[src/rtl/slave_port_v3_pkg.sv]
// Shared types and elaboration-time helpers for the slave_port_v3 serial slave.
// Optional feature macro: SLAVE_SPLIT_EN (adds the SPLIT state).
package slave_port_pkg;

    typedef enum logic [2:0] {
        ST_IDLE,
        ST_HDR,
        ST_WDATA,
        ST_WRITE,
        ST_RD_ISSUE,
        ST_RWAIT,
`ifdef SLAVE_SPLIT_EN
        ST_SPLIT,
`endif
        ST_SEND
    } state_e;

    // Serial beats needed to move the {addr, len} header.
    function automatic int hdr_beats(input int addr_w, input int len_w, input int lanes);
        return (addr_w + len_w) / lanes;
    endfunction

    // Serial beats needed to move one RAM word.
    function automatic int data_beats(input int data_w, input int lanes);
        return data_w / lanes;
    endfunction

    // Bits needed for a counter running 0..n-1.
    function automatic int count_width(input int n);
        return (n <= 2) ? 1 : $clog2(n);
    endfunction

    // True when the width parameters split evenly into serial beats.
    function automatic bit params_legal(input int addr_w, input int data_w, input int len_w,
                                        input int lanes, input int rd_lat);
        return (lanes >= 1) && (rd_lat >= 1) &&
               ((data_w % lanes) == 0) && (((addr_w + len_w) % lanes) == 0);
    endfunction

endpackage

[src/rtl/slave_port_v3_if.sv]
// Serial master link between the bus interconnect and slave_port_v3.
// Optional feature macro: SLAVE_SPLIT_EN (split / split_grant carry meaning only then).
interface slave_port_v3_if #(
    parameter int LANES = 1
);
    logic             mode;
    logic [LANES-1:0] wr_bus;
    logic             master_valid;
    logic             master_ready;
    logic [LANES-1:0] rd_bus;
    logic             slave_ready;
    logic             slave_valid;
    logic             split;
    logic             split_grant;

    modport slave (
        input  mode, wr_bus, master_valid, master_ready, split_grant,
        output rd_bus, slave_ready, slave_valid, split
    );

    modport master (
        output mode, wr_bus, master_valid, master_ready, split_grant,
        input  rd_bus, slave_ready, slave_valid, split
    );
endinterface

[src/rtl/slave_port_v3_serial_shift_lane.sv]
// LANES-wide load/shift register: parallel load has priority over shift,
// data enters at the LSB end and leaves MSB group first.
module serial_shift_lane #(
    parameter int WIDTH = 8,
    parameter int LANES = 1
) (
    input  logic             clk,
    input  logic             rstn,
    input  logic             load_i,
    input  logic [WIDTH-1:0] load_data_i,
    input  logic             shift_i,
    input  logic [LANES-1:0] ser_i,
    output logic [WIDTH-1:0] data_o,
    output logic [LANES-1:0] ser_o
);
    logic [WIDTH-1:0] data_q, data_d;
    logic [WIDTH-1:0] shifted;

    if (WIDTH == LANES) begin : g_one_beat
        assign shifted = ser_i;
    end else begin : g_multi_beat
        assign shifted = {data_q[WIDTH-LANES-1:0], ser_i};
    end

    // Next value: load wins over shift, otherwise hold.
    // NOTE: every always_comb output gets a default first so no path leaves it unassigned (no latch).
    always_comb begin
        data_d = data_q;
        if (load_i) begin
            data_d = load_data_i;
        end else if (shift_i) begin
            data_d = shifted;
        end
    end

    // Register with asynchronous clear.
    // NOTE: sequential state uses non-blocking assignments so all flops update together.
    always_ff @(posedge clk or negedge rstn) begin
        if (!rstn) begin
            data_q <= '0;
        end else begin
            data_q <= data_d;
        end
    end

    assign data_o = data_q;
    assign ser_o  = data_q[WIDTH-1 -: LANES];
endmodule

[src/rtl/slave_port_v3.sv]
// Serial-bus slave front end: bit-serial master link to a word-wide synchronous RAM,
// with LANES-wide beats, bursts with address auto-increment and wrap.
// Optional feature macro: SLAVE_SPLIT_EN (split read path with explicit re-grant).
module slave_port_v3
    import slave_port_pkg::*;
#(
    parameter int ADDR_WIDTH   = 16,
    parameter int DATA_WIDTH   = 8,
    parameter int LANES        = 1,
    parameter int LEN_WIDTH    = 4,
    parameter int READ_LATENCY = 4
) (
    input  logic                  clk,
    input  logic                  rstn,
    slave_port_v3_if.slave        bus,
    output logic [ADDR_WIDTH-1:0] ram_addr,
    output logic [DATA_WIDTH-1:0] ram_wdata,
    output logic                  ram_wr_en,
    output logic                  ram_rd_en,
    input  logic [DATA_WIDTH-1:0] ram_rdata
);
    localparam int HDR_W      = ADDR_WIDTH + LEN_WIDTH;
    localparam int HDR_BEATS  = hdr_beats(ADDR_WIDTH, LEN_WIDTH, LANES);
    localparam int DATA_BEATS = data_beats(DATA_WIDTH, LANES);
    localparam int BEAT_W     = count_width((HDR_BEATS > DATA_BEATS) ? HDR_BEATS : DATA_BEATS);
    localparam int LAT_W      = count_width(READ_LATENCY);

    localparam logic [BEAT_W-1:0] HDR_LAST  = BEAT_W'(HDR_BEATS - 1);
    localparam logic [BEAT_W-1:0] DATA_LAST = BEAT_W'(DATA_BEATS - 1);
    localparam logic [LAT_W-1:0]  LAT_LAST  = LAT_W'(READ_LATENCY - 1);

    if (!params_legal(ADDR_WIDTH, DATA_WIDTH, LEN_WIDTH, LANES, READ_LATENCY)) begin : g_bad_params
        $error("slave_port_v3: widths must split evenly into LANES-bit beats and READ_LATENCY >= 1");
    end

    state_e              state_q, state_d;
    logic [BEAT_W-1:0]   beat_cnt_q, beat_cnt_d;
    logic [LAT_W-1:0]    lat_cnt_q, lat_cnt_d;
    logic                mode_q, mode_d;

    logic                hdr_load, hdr_shift, wd_shift, rd_load, rd_shift;
    logic [HDR_W-1:0]    hdr_word, hdr_reload;
    logic [LEN_WIDTH-1:0] cur_len;
    logic [LANES-1:0]    hdr_ser, wd_ser;
    logic [DATA_WIDTH-1:0] rd_word;
    logic                slave_ready_c, slave_valid_c, split_c, wr_en_c, rd_en_c;

`ifdef SLAVE_SPLIT_EN
    logic                data_ready_q, data_ready_d;
`else
    logic                unused_split_grant;
    assign unused_split_grant = bus.split_grant;
`endif

    logic unused_taps;
    assign unused_taps = ^{hdr_ser, wd_ser, rd_word};

    // The header register doubles as the live {addr, len} pair of the burst.
    assign ram_addr   = hdr_word[HDR_W-1:LEN_WIDTH];
    assign cur_len    = hdr_word[LEN_WIDTH-1:0];
    assign hdr_reload = {ADDR_WIDTH'(ram_addr + 1'b1), LEN_WIDTH'(cur_len - 1'b1)};

    serial_shift_lane #(.WIDTH(HDR_W), .LANES(LANES)) u_hdr (
        .clk        (clk),
        .rstn       (rstn),
        .load_i     (hdr_load),
        .load_data_i(hdr_reload),
        .shift_i    (hdr_shift),
        .ser_i      (bus.wr_bus),
        .data_o     (hdr_word),
        .ser_o      (hdr_ser)
    );

    serial_shift_lane #(.WIDTH(DATA_WIDTH), .LANES(LANES)) u_wdata (
        .clk        (clk),
        .rstn       (rstn),
        .load_i     (1'b0),
        .load_data_i('0),
        .shift_i    (wd_shift),
        .ser_i      (bus.wr_bus),
        .data_o     (ram_wdata),
        .ser_o      (wd_ser)
    );

    serial_shift_lane #(.WIDTH(DATA_WIDTH), .LANES(LANES)) u_rdata (
        .clk        (clk),
        .rstn       (rstn),
        .load_i     (rd_load),
        .load_data_i(ram_rdata),
        .shift_i    (rd_shift),
        .ser_i      ('0),
        .data_o     (rd_word),
        .ser_o      (bus.rd_bus)
    );

    // Next-state, counter updates and handshake/strobe outputs.
    always_comb begin
        state_d       = state_q;
        beat_cnt_d    = beat_cnt_q;
        lat_cnt_d     = lat_cnt_q;
        mode_d        = mode_q;
        hdr_load      = 1'b0;
        hdr_shift     = 1'b0;
        wd_shift      = 1'b0;
        rd_load       = 1'b0;
        rd_shift      = 1'b0;
        slave_ready_c = 1'b0;
        slave_valid_c = 1'b0;
        split_c       = 1'b0;
        wr_en_c       = 1'b0;
        rd_en_c       = 1'b0;
`ifdef SLAVE_SPLIT_EN
        data_ready_d  = data_ready_q;
`endif
        case (state_q)
            ST_IDLE: begin
                beat_cnt_d = '0;
                if (bus.master_valid) begin
                    mode_d  = bus.mode;
                    state_d = ST_HDR;
                end
            end
            ST_HDR: begin
                slave_ready_c = 1'b1;
                if (!bus.master_valid) begin
                    beat_cnt_d = '0;
                    state_d    = ST_IDLE;
                end else begin
                    hdr_shift = 1'b1;
                    if (beat_cnt_q == HDR_LAST) begin
                        beat_cnt_d = '0;
                        state_d    = mode_q ? ST_WDATA : ST_RD_ISSUE;
                    end else begin
                        beat_cnt_d = beat_cnt_q + 1'b1;
                    end
                end
            end
            ST_WDATA: begin
                slave_ready_c = 1'b1;
                if (!bus.master_valid) begin
                    beat_cnt_d = '0;
                    state_d    = ST_IDLE;
                end else begin
                    wd_shift = 1'b1;
                    if (beat_cnt_q == DATA_LAST) begin
                        beat_cnt_d = '0;
                        state_d    = ST_WRITE;
                    end else begin
                        beat_cnt_d = beat_cnt_q + 1'b1;
                    end
                end
            end
            ST_WRITE: begin
                wr_en_c = 1'b1;
                if (cur_len != '0) begin
                    hdr_load = 1'b1;
                    state_d  = ST_WDATA;
                end else begin
                    state_d  = ST_IDLE;
                end
            end
            ST_RD_ISSUE: begin
                rd_en_c   = 1'b1;
                lat_cnt_d = '0;
                state_d   = ST_RWAIT;
`ifdef SLAVE_SPLIT_EN
                data_ready_d = 1'b0;
`endif
            end
            ST_RWAIT: begin
`ifdef SLAVE_SPLIT_EN
                if (READ_LATENCY > 2) begin
                    // Long latency: release the bus and keep counting while split.
                    lat_cnt_d = lat_cnt_q + 1'b1;
                    state_d   = ST_SPLIT;
                end else
`endif
                if (lat_cnt_q == LAT_LAST) begin
                    rd_load    = 1'b1;
                    beat_cnt_d = '0;
                    state_d    = ST_SEND;
                end else begin
                    lat_cnt_d = lat_cnt_q + 1'b1;
                end
            end
`ifdef SLAVE_SPLIT_EN
            ST_SPLIT: begin
                split_c = 1'b1;
                if (!data_ready_q) begin
                    // Grants arriving before the word is captured are ignored.
                    if (lat_cnt_q == LAT_LAST) begin
                        rd_load      = 1'b1;
                        data_ready_d = 1'b1;
                    end else begin
                        lat_cnt_d = lat_cnt_q + 1'b1;
                    end
                end else if (bus.split_grant) begin
                    beat_cnt_d = '0;
                    state_d    = ST_SEND;
                end
            end
`endif
            ST_SEND: begin
                slave_valid_c = 1'b1;
                if (bus.master_ready) begin
                    rd_shift = 1'b1;
                    if (beat_cnt_q == DATA_LAST) begin
                        beat_cnt_d = '0;
                        if (cur_len != '0) begin
                            hdr_load = 1'b1;
                            state_d  = ST_RD_ISSUE;
                        end else begin
                            state_d  = ST_IDLE;
                        end
                    end else begin
                        beat_cnt_d = beat_cnt_q + 1'b1;
                    end
                end
            end
            default: state_d = ST_IDLE;
        endcase
    end

    // State, counters and latched mode.
    always_ff @(posedge clk or negedge rstn) begin
        if (!rstn) begin
            state_q      <= ST_IDLE;
            beat_cnt_q   <= '0;
            lat_cnt_q    <= '0;
            mode_q       <= 1'b0;
`ifdef SLAVE_SPLIT_EN
            data_ready_q <= 1'b0;
`endif
        end else begin
            state_q      <= state_d;
            beat_cnt_q   <= beat_cnt_d;
            lat_cnt_q    <= lat_cnt_d;
            mode_q       <= mode_d;
`ifdef SLAVE_SPLIT_EN
            data_ready_q <= data_ready_d;
`endif
        end
    end

    assign bus.slave_ready = slave_ready_c;
    assign bus.slave_valid = slave_valid_c;
    assign bus.split       = split_c;
    assign ram_wr_en       = wr_en_c;
    assign ram_rd_en       = rd_en_c;
endmodule

[src/flat_wrapper.sv]
// flat-port wrapper written by rule: the top's interface ports become plain ports
module slave_port_v3_flat import slave_port_pkg::*;
#(
    parameter int ADDR_WIDTH   = 16,
    parameter int DATA_WIDTH   = 8,
    parameter int LANES        = 1,
    parameter int LEN_WIDTH    = 4,
    parameter int READ_LATENCY = 4
)
  (clk, rstn, ram_addr, ram_wdata, ram_wr_en, ram_rd_en, ram_rdata, bus_mode, bus_wr_bus, bus_master_valid, bus_master_ready, bus_split_grant, bus_rd_bus, bus_slave_ready, bus_slave_valid, bus_split);
  slave_port_v3_if #(.LANES(LANES)) bus_i ();
  input  logic clk;
  input  logic rstn;
  output logic [ADDR_WIDTH-1:0] ram_addr;
  output logic [DATA_WIDTH-1:0] ram_wdata;
  output logic ram_wr_en;
  output logic ram_rd_en;
  input  logic [DATA_WIDTH-1:0] ram_rdata;
  input wire logic [$bits(bus_i.mode)-1:0] bus_mode;
  input wire logic [$bits(bus_i.wr_bus)-1:0] bus_wr_bus;
  input wire logic [$bits(bus_i.master_valid)-1:0] bus_master_valid;
  input wire logic [$bits(bus_i.master_ready)-1:0] bus_master_ready;
  input wire logic [$bits(bus_i.split_grant)-1:0] bus_split_grant;
  output wire logic [$bits(bus_i.rd_bus)-1:0] bus_rd_bus;
  output wire logic [$bits(bus_i.slave_ready)-1:0] bus_slave_ready;
  output wire logic [$bits(bus_i.slave_valid)-1:0] bus_slave_valid;
  output wire logic [$bits(bus_i.split)-1:0] bus_split;
  assign bus_i.mode = bus_mode;
  assign bus_i.wr_bus = bus_wr_bus;
  assign bus_i.master_valid = bus_master_valid;
  assign bus_i.master_ready = bus_master_ready;
  assign bus_i.split_grant = bus_split_grant;
  assign bus_rd_bus = bus_i.rd_bus;
  assign bus_slave_ready = bus_i.slave_ready;
  assign bus_slave_valid = bus_i.slave_valid;
  assign bus_split = bus_i.split;
  slave_port_v3 #(.ADDR_WIDTH(ADDR_WIDTH), .DATA_WIDTH(DATA_WIDTH), .LANES(LANES), .LEN_WIDTH(LEN_WIDTH), .READ_LATENCY(READ_LATENCY)) u_core (.clk(clk), .rstn(rstn), .bus(bus_i), .ram_addr(ram_addr), .ram_wdata(ram_wdata), .ram_wr_en(ram_wr_en), .ram_rd_en(ram_rd_en), .ram_rdata(ram_rdata));
endmodule
[config.mk]
export PLATFORM = sky130hd
export DESIGN_NAME = slave_port_v3_flat
export DESIGN_NICKNAME = d
export VERILOG_FILES = /design/src/rtl/slave_port_v3_pkg.sv /design/src/rtl/slave_port_v3_if.sv /design/src/rtl/slave_port_v3_serial_shift_lane.sv /design/src/rtl/slave_port_v3.sv /design/src/flat_wrapper.sv
export SDC_FILE = /design/constraint.sdc
export NUM_CORES = 1
export LEC_CHECK = 0
export CAP_MARGIN = 20
export CORE_MARGIN = 10
export CORE_UTILIZATION = 56
export CTS_BUF_LIST = sky130_fd_sc_hd__clkbuf_4 sky130_fd_sc_hd__clkbuf_8
export CTS_CLUSTER_SIZE = 30
export DETAILED_ROUTE_END_ITERATION = 8
export HOLD_SLACK_MARGIN = 0.08
export PLACE_DENSITY = 0.83
export SLEW_MARGIN = 15
export SYNTH_ARGS = -nofsm -noshare
export SYNTH_HDL_FRONTEND = slang
export SYNTH_SLANG_ARGS = --single-unit
[constraint.sdc]
create_clock -name clk -period 2.04 [get_ports clk]
set_input_delay 0.408 -clock clk [delete_from_list [all_inputs] [get_ports clk]]
set_output_delay 0.408 -clock clk [all_outputs]
set_load 0.02 [all_outputs]
==> results of run 1 <==
area by class of cell:
| type | count | area share |
|---|---|---|
| Multi-Input combinational cell | 218 | 0.402 |
| Sequential cell | 47 | 0.342 |
| Timing Repair Buffer | 71 | 0.189 |
| Clock buffer | 8 | 0.0301 |
| Tap cell | 67 | 0.0243 |
| Inverter | 11 | 0.0120 |
worst max path at each step:
stage	endpoint	cells after the start	start	slack, ns
2_1_floorplan	u_core.u_hdr.data_o[15]	7	u_core.beat_cnt_q[0]	0.31
3_3_place_gp	u_core.u_hdr.data_o[4]	7	bus_master_ready	-0.12
3_5_place_dp	u_core.u_hdr.data_o[6]	6	bus_master_ready	-0.13
4_1_cts	u_core.u_hdr.data_o[0]	7	u_core.beat_cnt_q[0]	0.11
5_1_grt	u_core.u_hdr.data_o[6]	6	u_core.beat_cnt_q[0]	0.01
6_report	ram_addr[5]	1	u_core.u_hdr.data_o[9]	0.15
logic make-up after synthesis:
| family | synth area share |
|---|---|
| other cells | 0.00134 |
| simple gates | 0.233 |
| mux | 0.0438 |
| buf+inv | 0.0906 |
| compound gates | 0.191 |
| flops | 0.420 |
| xor+xnor | 0.00313 |
| fa+ha+maj | 0.0179 |
flip-flops by register name (all words and copies together), names as in the netlist:
signal                 count
u_core.mode_q              1
u_core.u_wdata.data_o      8
u_core.u_hdr.data_o       20
u_core.beat_cnt_q          5
u_core.u_rdata.data_o      8
u_core.lat_cnt_q           2
u_core.state_q             3
placed cells by master (no fill, tap or decap), types with 5 or more instances in the layout:
cell             netlist  layout
dfrtp_1               47      45
nand2_1               39      39
clkdlybuf4s50_1        0      37
nor2_1                30      30
buf_4                 20      27
a21oi_1               15      15
nor3_1                13      12
inv_1                 11      11
nand3_1               11      11
o21ai_0               10      10
mux2_2                10      10
a31oi_1                9       9
clkbuf_8               0       7
a211oi_1               5       5
where the power goes:
group	total, uW	switching [uW]	internal (uW)	leakage [uW]
Clock	629	306	323	0.0000549
Combinational	1670	857	812	0.000793
Sequential	1510	312	1200	0.000601
Total	3810	1480	2330	0.00145
routing by layer:
metal / wire, um / share of wire / vias to the layer above / global-route usage
li1: - / - / 1188 / -
met1: 2810 / 0.45 / 1141 / 0.174
met2: 3010 / 0.48 / 50 / 0.255
met3: 366 / 0.058 / 9 / 0.0441
met4: 80 / 0.013 / 0 / 0.0570
met5: 0 / 0 / - / 0
stage by stage:
step	hold slack, ns	setup TNS [ns]	util	setup WS [ns]	area (um2)
2_1_floorplan	0.112	0	-	0.314	2800
3_3_place_gp	0.436	-0.730	0.692	-0.116	3310
3_5_place_dp	0.447	-0.980	0.692	-0.127	3310
4_1_cts	0.112	0	0.713	0.112	3410
5_1_grt	0.136	0	0.721	0.0115	3450
6_report	0.0906	0	0.721	0.148	3450
repair_timing:
action,CTS,global route
setup endpoints to repair,4,6
resized for setup,6,3
gates cloned,0,0
pin swaps,0,0
setup buffers,0,3
==> impl_metrics.ini, run 1 <==
[routing]
first_pass_iters = 4
wl_per_cell_um = 14.9
drtIter0Drc = 135
drc = 0
vias_per_cell = 5.66
vias = 2388
wirelength_um = 6270
drtAntennaViolNets = 0

[setup_path]
slowest_delay_ns = 0.67
reg2reg_depth = 6
rrSetupSlack_ns = 0.15
cp_top_family = buffers and inverters
crit_chain = clkdlybuf4s50_1
path_class = reg2out
startpoint_type = flop
rr_endpoint = u_core.u_hdr.data_o[6]
r2r_start = u_core.beat_cnt_q[0]
cp.required_ns = 1.63
worst-endpoint-arrival_ns = 1.48
critPathBufInv = 1
slowest_stage = clkdlybuf4s50_1
end_kind = output pin
crit_fanout = 9

[power_and_ir_drop]
total_power_uw = 3810
power_density_nw_per_um2 = 1110
ir_drop_mv = 0.625
leakage_uw = 0.00145

[floorplanning]
die_area_um2 = 8230
die_h_um = 90.7
start_util = 0.586
core_area_um2 = 4790
fp.dieW_um = 90.7
row_count = 25
ios = 45

[yosys]
synth_fp_nets = 328
yosys-top-cells-count = 47 x dfrtp_1, 39 x nand2_1, 30 x nor2_1, 20 x buf_4, 15 x a21oi_1
synth-main-ff-cell = dfrtp_1
synth_edf_count = 0
avgSynthCellArea_um2 = 9.07
yosysSeqAreaShare = 0.420
async_flop_share = 1.00
yosys_register_bits = 47
synth_warnings = 0
synthesis.area_um2 = 2800
syn-instance-count = 309
yosysMostFrequentCell = dfrtp_1
yosys.area.top_type = dfrtp_1
synthDistinctLibCells = 62
synth_top_area_share = 0.420
synth_area_leaders = dfrtp_1 42%, buf_4 5.4%, nand2_1 5.2%, mux2_2 4.0%, nor2_1 4.0%

[cts]
cts_tree = done
clk_pin_slew_ns = 0.08
cts_hold_buf = 0
cts-root-buf = clkbuf_8
cts_htree_levels = 2
cts_buffers = 5
cts_sinks = 47
cts_buffer_depth = 2
clkLatencyLatePin_ns = 0.30

[cells_and_area]
multi_input_area_um2 = 1390
seqCellArea_um2 = 1180
finalNonFillerCells = 422
antenna_cells = 0
final_nets = 373
area_delta_synth_final_pct = 23.0
nFillCells = 385
drive_above_1_share = 0.183

[timing]
rsz0062_at_grt = no
post-route-period-util = 0.928
fmax_mhz = 528
fin_skew_ns = 0.00463
worst_pin_slew_ns = 0.596
relSlewSlack = 0.601
hold_viol = 0
setup_viol = 0
period_minus_slack_ns = 1.89
drv_slew = 0

[grt]
grt_use_total = 0.151
antenna_found_initial = 0
grt_pass1_wl_um = 10600
grt-ovfl-total = 0
grt_pass1_vias = 2372
grt_max_degree = 26

[placed_design]
hpwl_um = 4630
portBuffers = 42
placedCellCount = 411
gp_congestion = 0.865

[flow_run]
maxCapViolations = 0

[run_status]
status = complete, no violations

[hold_path]
hp-class = in2async
Note: power is estimated with default switching activity, not from simulation.
==> run 2, diff against run 1 <==
- SLEW_MARGIN: 15 -> 20
- clock period: 2.04 -> 1.9 ns (I/O delays scaled with it)
==> run 2 against run 1 <==
  * Worst setup slack got worse by 0.093 ns
  * Combinational power rose by 13%
  * Cell area rose by 4.0%
  * Critical path depth rose by 5
  * Wire length rose by 3.7%
  * Die area did not move
  * Total power rose by 16%
  * First-iteration DRC count fell by 10%
  * Non-clock buffer count rose by 9
  * Via count rose by 2.1%
  * Sequential power rose by 9%
  * Global-route usage rose by 0.49 points
==> impl_metrics.ini, run 2 (synthesis gave the netlist of run 1 again) <==
[run_status]
status = complete, no violations

[cts]
clk_pin_slew_ns = 0.09
clkLatencyLatePin_ns = 0.30
cts_sinks = 47
cts_hold_buf = 0
cts-root-buf = clkbuf_8
cts_buffer_depth = 2
cts_tree = done
cts_htree_levels = 2
cts_buffers = 5

[setup_path]
reg2reg_depth = 6
end_kind = flop
rr_endpoint = u_core.beat_cnt_q[2]
slowest_stage = dfrtp_2
r2r_start = u_core.state_q[1]
path_depth = 6
critPathBufInv = 2
crit_end = u_core.beat_cnt_q[2]
crit_start = u_core.state_q[1]
rrSetupSlack_ns = 0.06
cp_top_family = simple AND/OR/NAND/NOR gates
path_class = reg2reg
cp.required_ns = 2.14
startpoint_type = flop
slowest_delay_ns = 0.48
worst-endpoint-arrival_ns = 2.08
crit_fanout = 10
crit_chain = buf_6, nand4bb_4, o22a_1, buf_4, or4b_4, nand2_1

[timing]
finalWorstSetupSlack_ns = 0.0550
fin_skew_ns = 0.00334
finalSetupTns_ns = 0
hold_viol = 0
relSlewSlack = 0.597
post-route-period-util = 0.971
rsz0062_at_grt = yes
fmax_mhz = 542
drv_slew = 0
worst_pin_slew_ns = 0.604
setup_viol = 0
period_minus_slack_ns = 1.84

[routing]
drtAntennaViolNets = 0
first_pass_iters = 5
vias_per_cell = 5.66
wirelength_um = 6500
wl_per_cell_um = 15.1
vias = 2438
drc = 0
drtIter0Drc = 121

[cells_and_area]
multi_input_area_um2 = 1440
finalNonFillerCells = 431
nFillCells = 349
final_common_cell = dfrtp_1
mostFrequentLayoutCells = 42 x dfrtp_1, 39 x nand2_1, 37 x clkdlybuf4s50_1, 37 x buf_4, 30 x nor2_1
area_delta_synth_final_pct = 28.0
seqCellArea_um2 = 1180
drive_above_1_share = 0.239
largest_register_ff_count = 20
antenna_cells = 0
final_nets = 382

[floorplanning]
start_util = 0.586
core_area_um2 = 4790
ios = 45
die_h_um = 90.7
row_count = 25
fp.dieW_um = 90.7
die_area_um2 = 8230

[placed_design]
gp_congestion = 0.829
hpwl_um = 4550
placedCellCount = 418
place_ws_ns = -0.232
portBuffers = 42

[flow_run]
maxCapViolations = 0

[power_and_ir_drop]
power_density_nw_per_um2 = 1230
leakage_uw = 0.00151
ir_drop_mv = 0.743
total_power_uw = 4410

[grt]
grt_pass1_wl_um = 11000
grt_use_total = 0.156
grt_max_degree = 48
grt-ovfl-total = 0
grt_pass1_vias = 2416
antenna_found_initial = 0

[hold_path]
hp-class = in2async
-- run 2: changes by cell type in the layout (fill, tap and decap cells not counted), sizes merged --
cell	before	now
dlygate4sd2	4	3
bufinv	0	2
clkbuf	8	6
buf	30	39
clkdlybuf4s15	0	1
-- run 2: through the flow --
step | hold slack [ns] | utilization | instance area [um2]
global placement | 0.485 | 0.697 | 3340
floorplan | 0.0844 | - | 2800
finish | 0.159 | 0.750 | 3590
global route | 0.216 | 0.750 | 3590
detailed placement | 0.493 | 0.697 | 3340
CTS | 0.184 | 0.725 | 3470
-- run 2: worst register-to-register path: stages, from the launching register on --
cell	delay (ns)
dfrtp_2	0.48
buf_6	0.17
nand4bb_4	0.20
o22a_1	0.25
buf_4	0.15
or4b_4	0.46
nand2_1	0.08
-- run 2: report_power, final --
part	switching (uW)	internal (uW)
registers	344	1300
logic	959	935
clock network	335	540
total	1640	2770
-- run 2: layout make-up --
cell class / count / area share
multi-input combinational: 218 / 0.402
timing repair buffer: 80 / 0.195
sequential: 47 / 0.330
clock buffer: 6 / 0.0213
tap: 67 / 0.0234
clock inverter: 2 / 0.0167
inverter: 11 / 0.0115
-- run 2: how the worst min path moves through the flow --
stage / from / slack, ns / cells past startpoint / endpoint
detailed placement: u_core.u_rdata.data_o[0] / 0.49 / 2 / u_core.u_rdata.data_o[0]
CTS: rstn / 0.18 / 2 / u_core.u_wdata.data_o[5]
finish: rstn / 0.16 / 2 / u_core.lat_cnt_q[0]
floorplan: rstn / 0.08 / 0 / u_core.beat_cnt_q[0]
global placement: u_core.u_rdata.data_o[0] / 0.49 / 2 / u_core.u_rdata.data_o[0]
global route: rstn / 0.22 / 2 / u_core.lat_cnt_q[0]
-- run 2: routing by layer --
metal,track usage,share of wire,vias to the layer above
met5,0,0,-
met3,0.0524,0.063,12
met4,0.0424,0.013,0
li1,-,-,1208
met1,0.189,0.45,1148
met2,0.255,0.47,70
-- run 2: what timing repair did --
item                                    in CTS  in global routing
endpoints found under the setup margin       4                 25
pin swaps                                    0                  3
gates resized for setup                      4                 23
buffers inserted                             0                  5
==> run 3, diff against run 2 <==
- CORE_ASPECT_RATIO: unset -> 0.7
- SLEW_MARGIN: 20 -> unset
- TNS_END_PERCENT: unset -> 30
==> run 3 against run 2 <==
  * Critical path type is now reg2out
  * Clock skew increased by 0.0022 ns
  * Global-route usage about the same
  * Largest power group unchanged
  * Total power decreased by 3.4%
  * Highest routed layer unchanged
  * Largest cell class unchanged
  * Register-to-register slack gained 0.03 ns
  * Cell area down 2.1%
  * Sequential power about the same
==> impl_metrics.ini, run 3 (synthesis gave the netlist of run 1 again) <==
[run_status]
status = complete, no violations

[setup_path]
cp.required_ns = 1.52
worst-endpoint-arrival_ns = 1.47
rrSetupSlack_ns = 0.09
r2r_start = u_core.state_q[0]
startpoint_type = flop
rr_endpoint = u_core.u_hdr.data_o[6]
end_kind = output pin
crit_fanout = 8
slowest_stage = dfrtp_1
slowest_delay_ns = 0.43
crit_chain = buf_4, nor3_1, dlygate4sd2_1
reg2reg_depth = 5
path_class = reg2out

[power_and_ir_drop]
seq_power_share = 0.382
ir_drop_mv = 0.705
pwr-share-clk = 0.171
power_density_nw_per_um2 = 1210
p_switching_uw = 1650
power_switching_share = 0.387
p_int_uw = 2610
comb_power_share = 0.448
leakage_uw = 0.00148

[grt]
grt_use_total = 0.156
grt_pass1_vias = 2319
grt-ovfl-total = 0
grt_max_degree = 48
grt_pass1_wl_um = 10900
antenna_found_initial = 0

[cts]
cts_buffers = 5
cts_tree = done
clkLatencyLatePin_ns = 0.30
cts_hold_buf = 0
cts-root-buf = clkbuf_8
cts_buffer_depth = 2
cts_sinks = 47
cts_htree_levels = 2
clk_pin_slew_ns = 0.09

[floorplanning]
die_h_um = 79.2
ios = 45
die_area_um2 = 8280
core_area_um2 = 4810
start_util = 0.583
row_count = 21
fp.dieW_um = 105

[hold_path]
hp-class = in2async

[placed_design]
placed_area_um2 = 3360
hpwl_um = 4740
portBuffers = 42
gp_congestion = 0.806

[timing]
relSlewSlack = 0.601
fin_skew_ns = 0.00552
hold_viol = 0
fmax_mhz = 539
period_minus_slack_ns = 1.85
rsz0062_at_grt = yes
post-route-period-util = 0.976
setup_viol = 0
drv_slew = 0
worst_pin_slew_ns = 0.599
hold_slack_ns = 0.168

[cells_and_area]
final_common_cell = dfrtp_1
antenna_cells = 0
largest_register_ff_count = 20
area_delta_synth_final_pct = 25.3
multi_input_area_um2 = 1390
mostFrequentLayoutCells = 44 x dfrtp_1, 39 x nand2_1, 37 x clkdlybuf4s50_1, 37 x buf_4, 30 x nor2_1
drive_above_1_share = 0.207
nFillCells = 349
final_nets = 382
design_area_um2 = 3510
seqCellArea_um2 = 1180

[routing]
wirelength_um = 6650
drtAntennaViolNets = 0
drc = 0
vias = 2464
wl_per_cell_um = 15.4
drtIter0Drc = 226
vias_per_cell = 5.70
first_pass_iters = 4

[flow_run]
maxCapViolations = 0
run 3: cell types whose count changed in the layout (fill, tap and decap cells not counted), moves of 2 or more:
cell / before / now
dfrtp_2: 5 / 3
dfrtp_1: 42 / 44
nor3_4: 2 / 0
ha_2: 2 / 0
ha_1: 2 / 4
run 3: power by group through the flow:
stage / Clock, uW / Combinational, uW / Sequential, uW
5_1_grt: 779 / 2080 / 1680
6_report: 728 / 1910 / 1630
2_1_floorplan: 0 / 1300 / 1560
3_3_place_gp: 0 / 1840 / 1610
4_1_cts: 742 / 1880 / 1610
3_5_place_dp: 0 / 1890 / 1630
run 3: what timing repair did:
action,in CTS,in global routing
setup buffers,0,4
endpoints found under the setup margin,4,15
gates resized for setup,4,8
run 3: worst max-delay path: cells and delay by family (launching register included):
family                 cells  cell delay [ns]
buffers and inverters      2             0.56
flip-flops                 1             0.43
AND/OR/NAND/NOR            1             0.18
run 3: worst max path at each step:
stage / start / end / slack, ns / depth (start not counted)
after floorplan: u_core.beat_cnt_q[0] / u_core.u_hdr.data_o[15] / 0.17 / 7
after global placement: bus_master_ready / u_core.u_hdr.data_o[6] / -0.19 / 6
after detailed placement: bus_master_ready / u_core.u_hdr.data_o[6] / -0.22 / 6
after CTS: u_core.u_hdr.data_o[13] / ram_addr[9] / 0.03 / 1
after global routing: u_core.state_q[1] / bus_slave_ready / -0.03 / 4
final: u_core.state_q[1] / ram_rd_en / 0.05 / 3
run 3: layout make-up:
type                       instances  share of cell area
clock buffer                       5              0.0196
timing repair buffer              80               0.202
inverter                          11              0.0118
sequential                        47               0.336
multi-input combinational        218               0.395
tap                               69              0.0246
clock inverter                     2              0.0107
run 3: layer usage:
metal	wire length [um]	GRT usage	vias to the layer above	share of wire
met4	70	0.0540	0	0.011
met5	0	0	-	0
met3	401	0.0444	8	0.060
met2	3080	0.241	71	0.46
li1	-	-	1203	-
met1	3090	0.205	1182	0.47
run 3: per-stage QoR:
step	setup slack (ns)	instances	total power [uW]	utilization	TNS (ns)
after floorplan	0.174	309	2860	-	0
after global placement	-0.187	421	3450	0.699	-3.44
after detailed placement	-0.216	421	3520	0.699	-4.37
after CTS	0.0261	428	4240	0.720	0
after global routing	-0.0309	432	4540	0.730	-0.0619
final	0.0457	432	4260	0.730	0
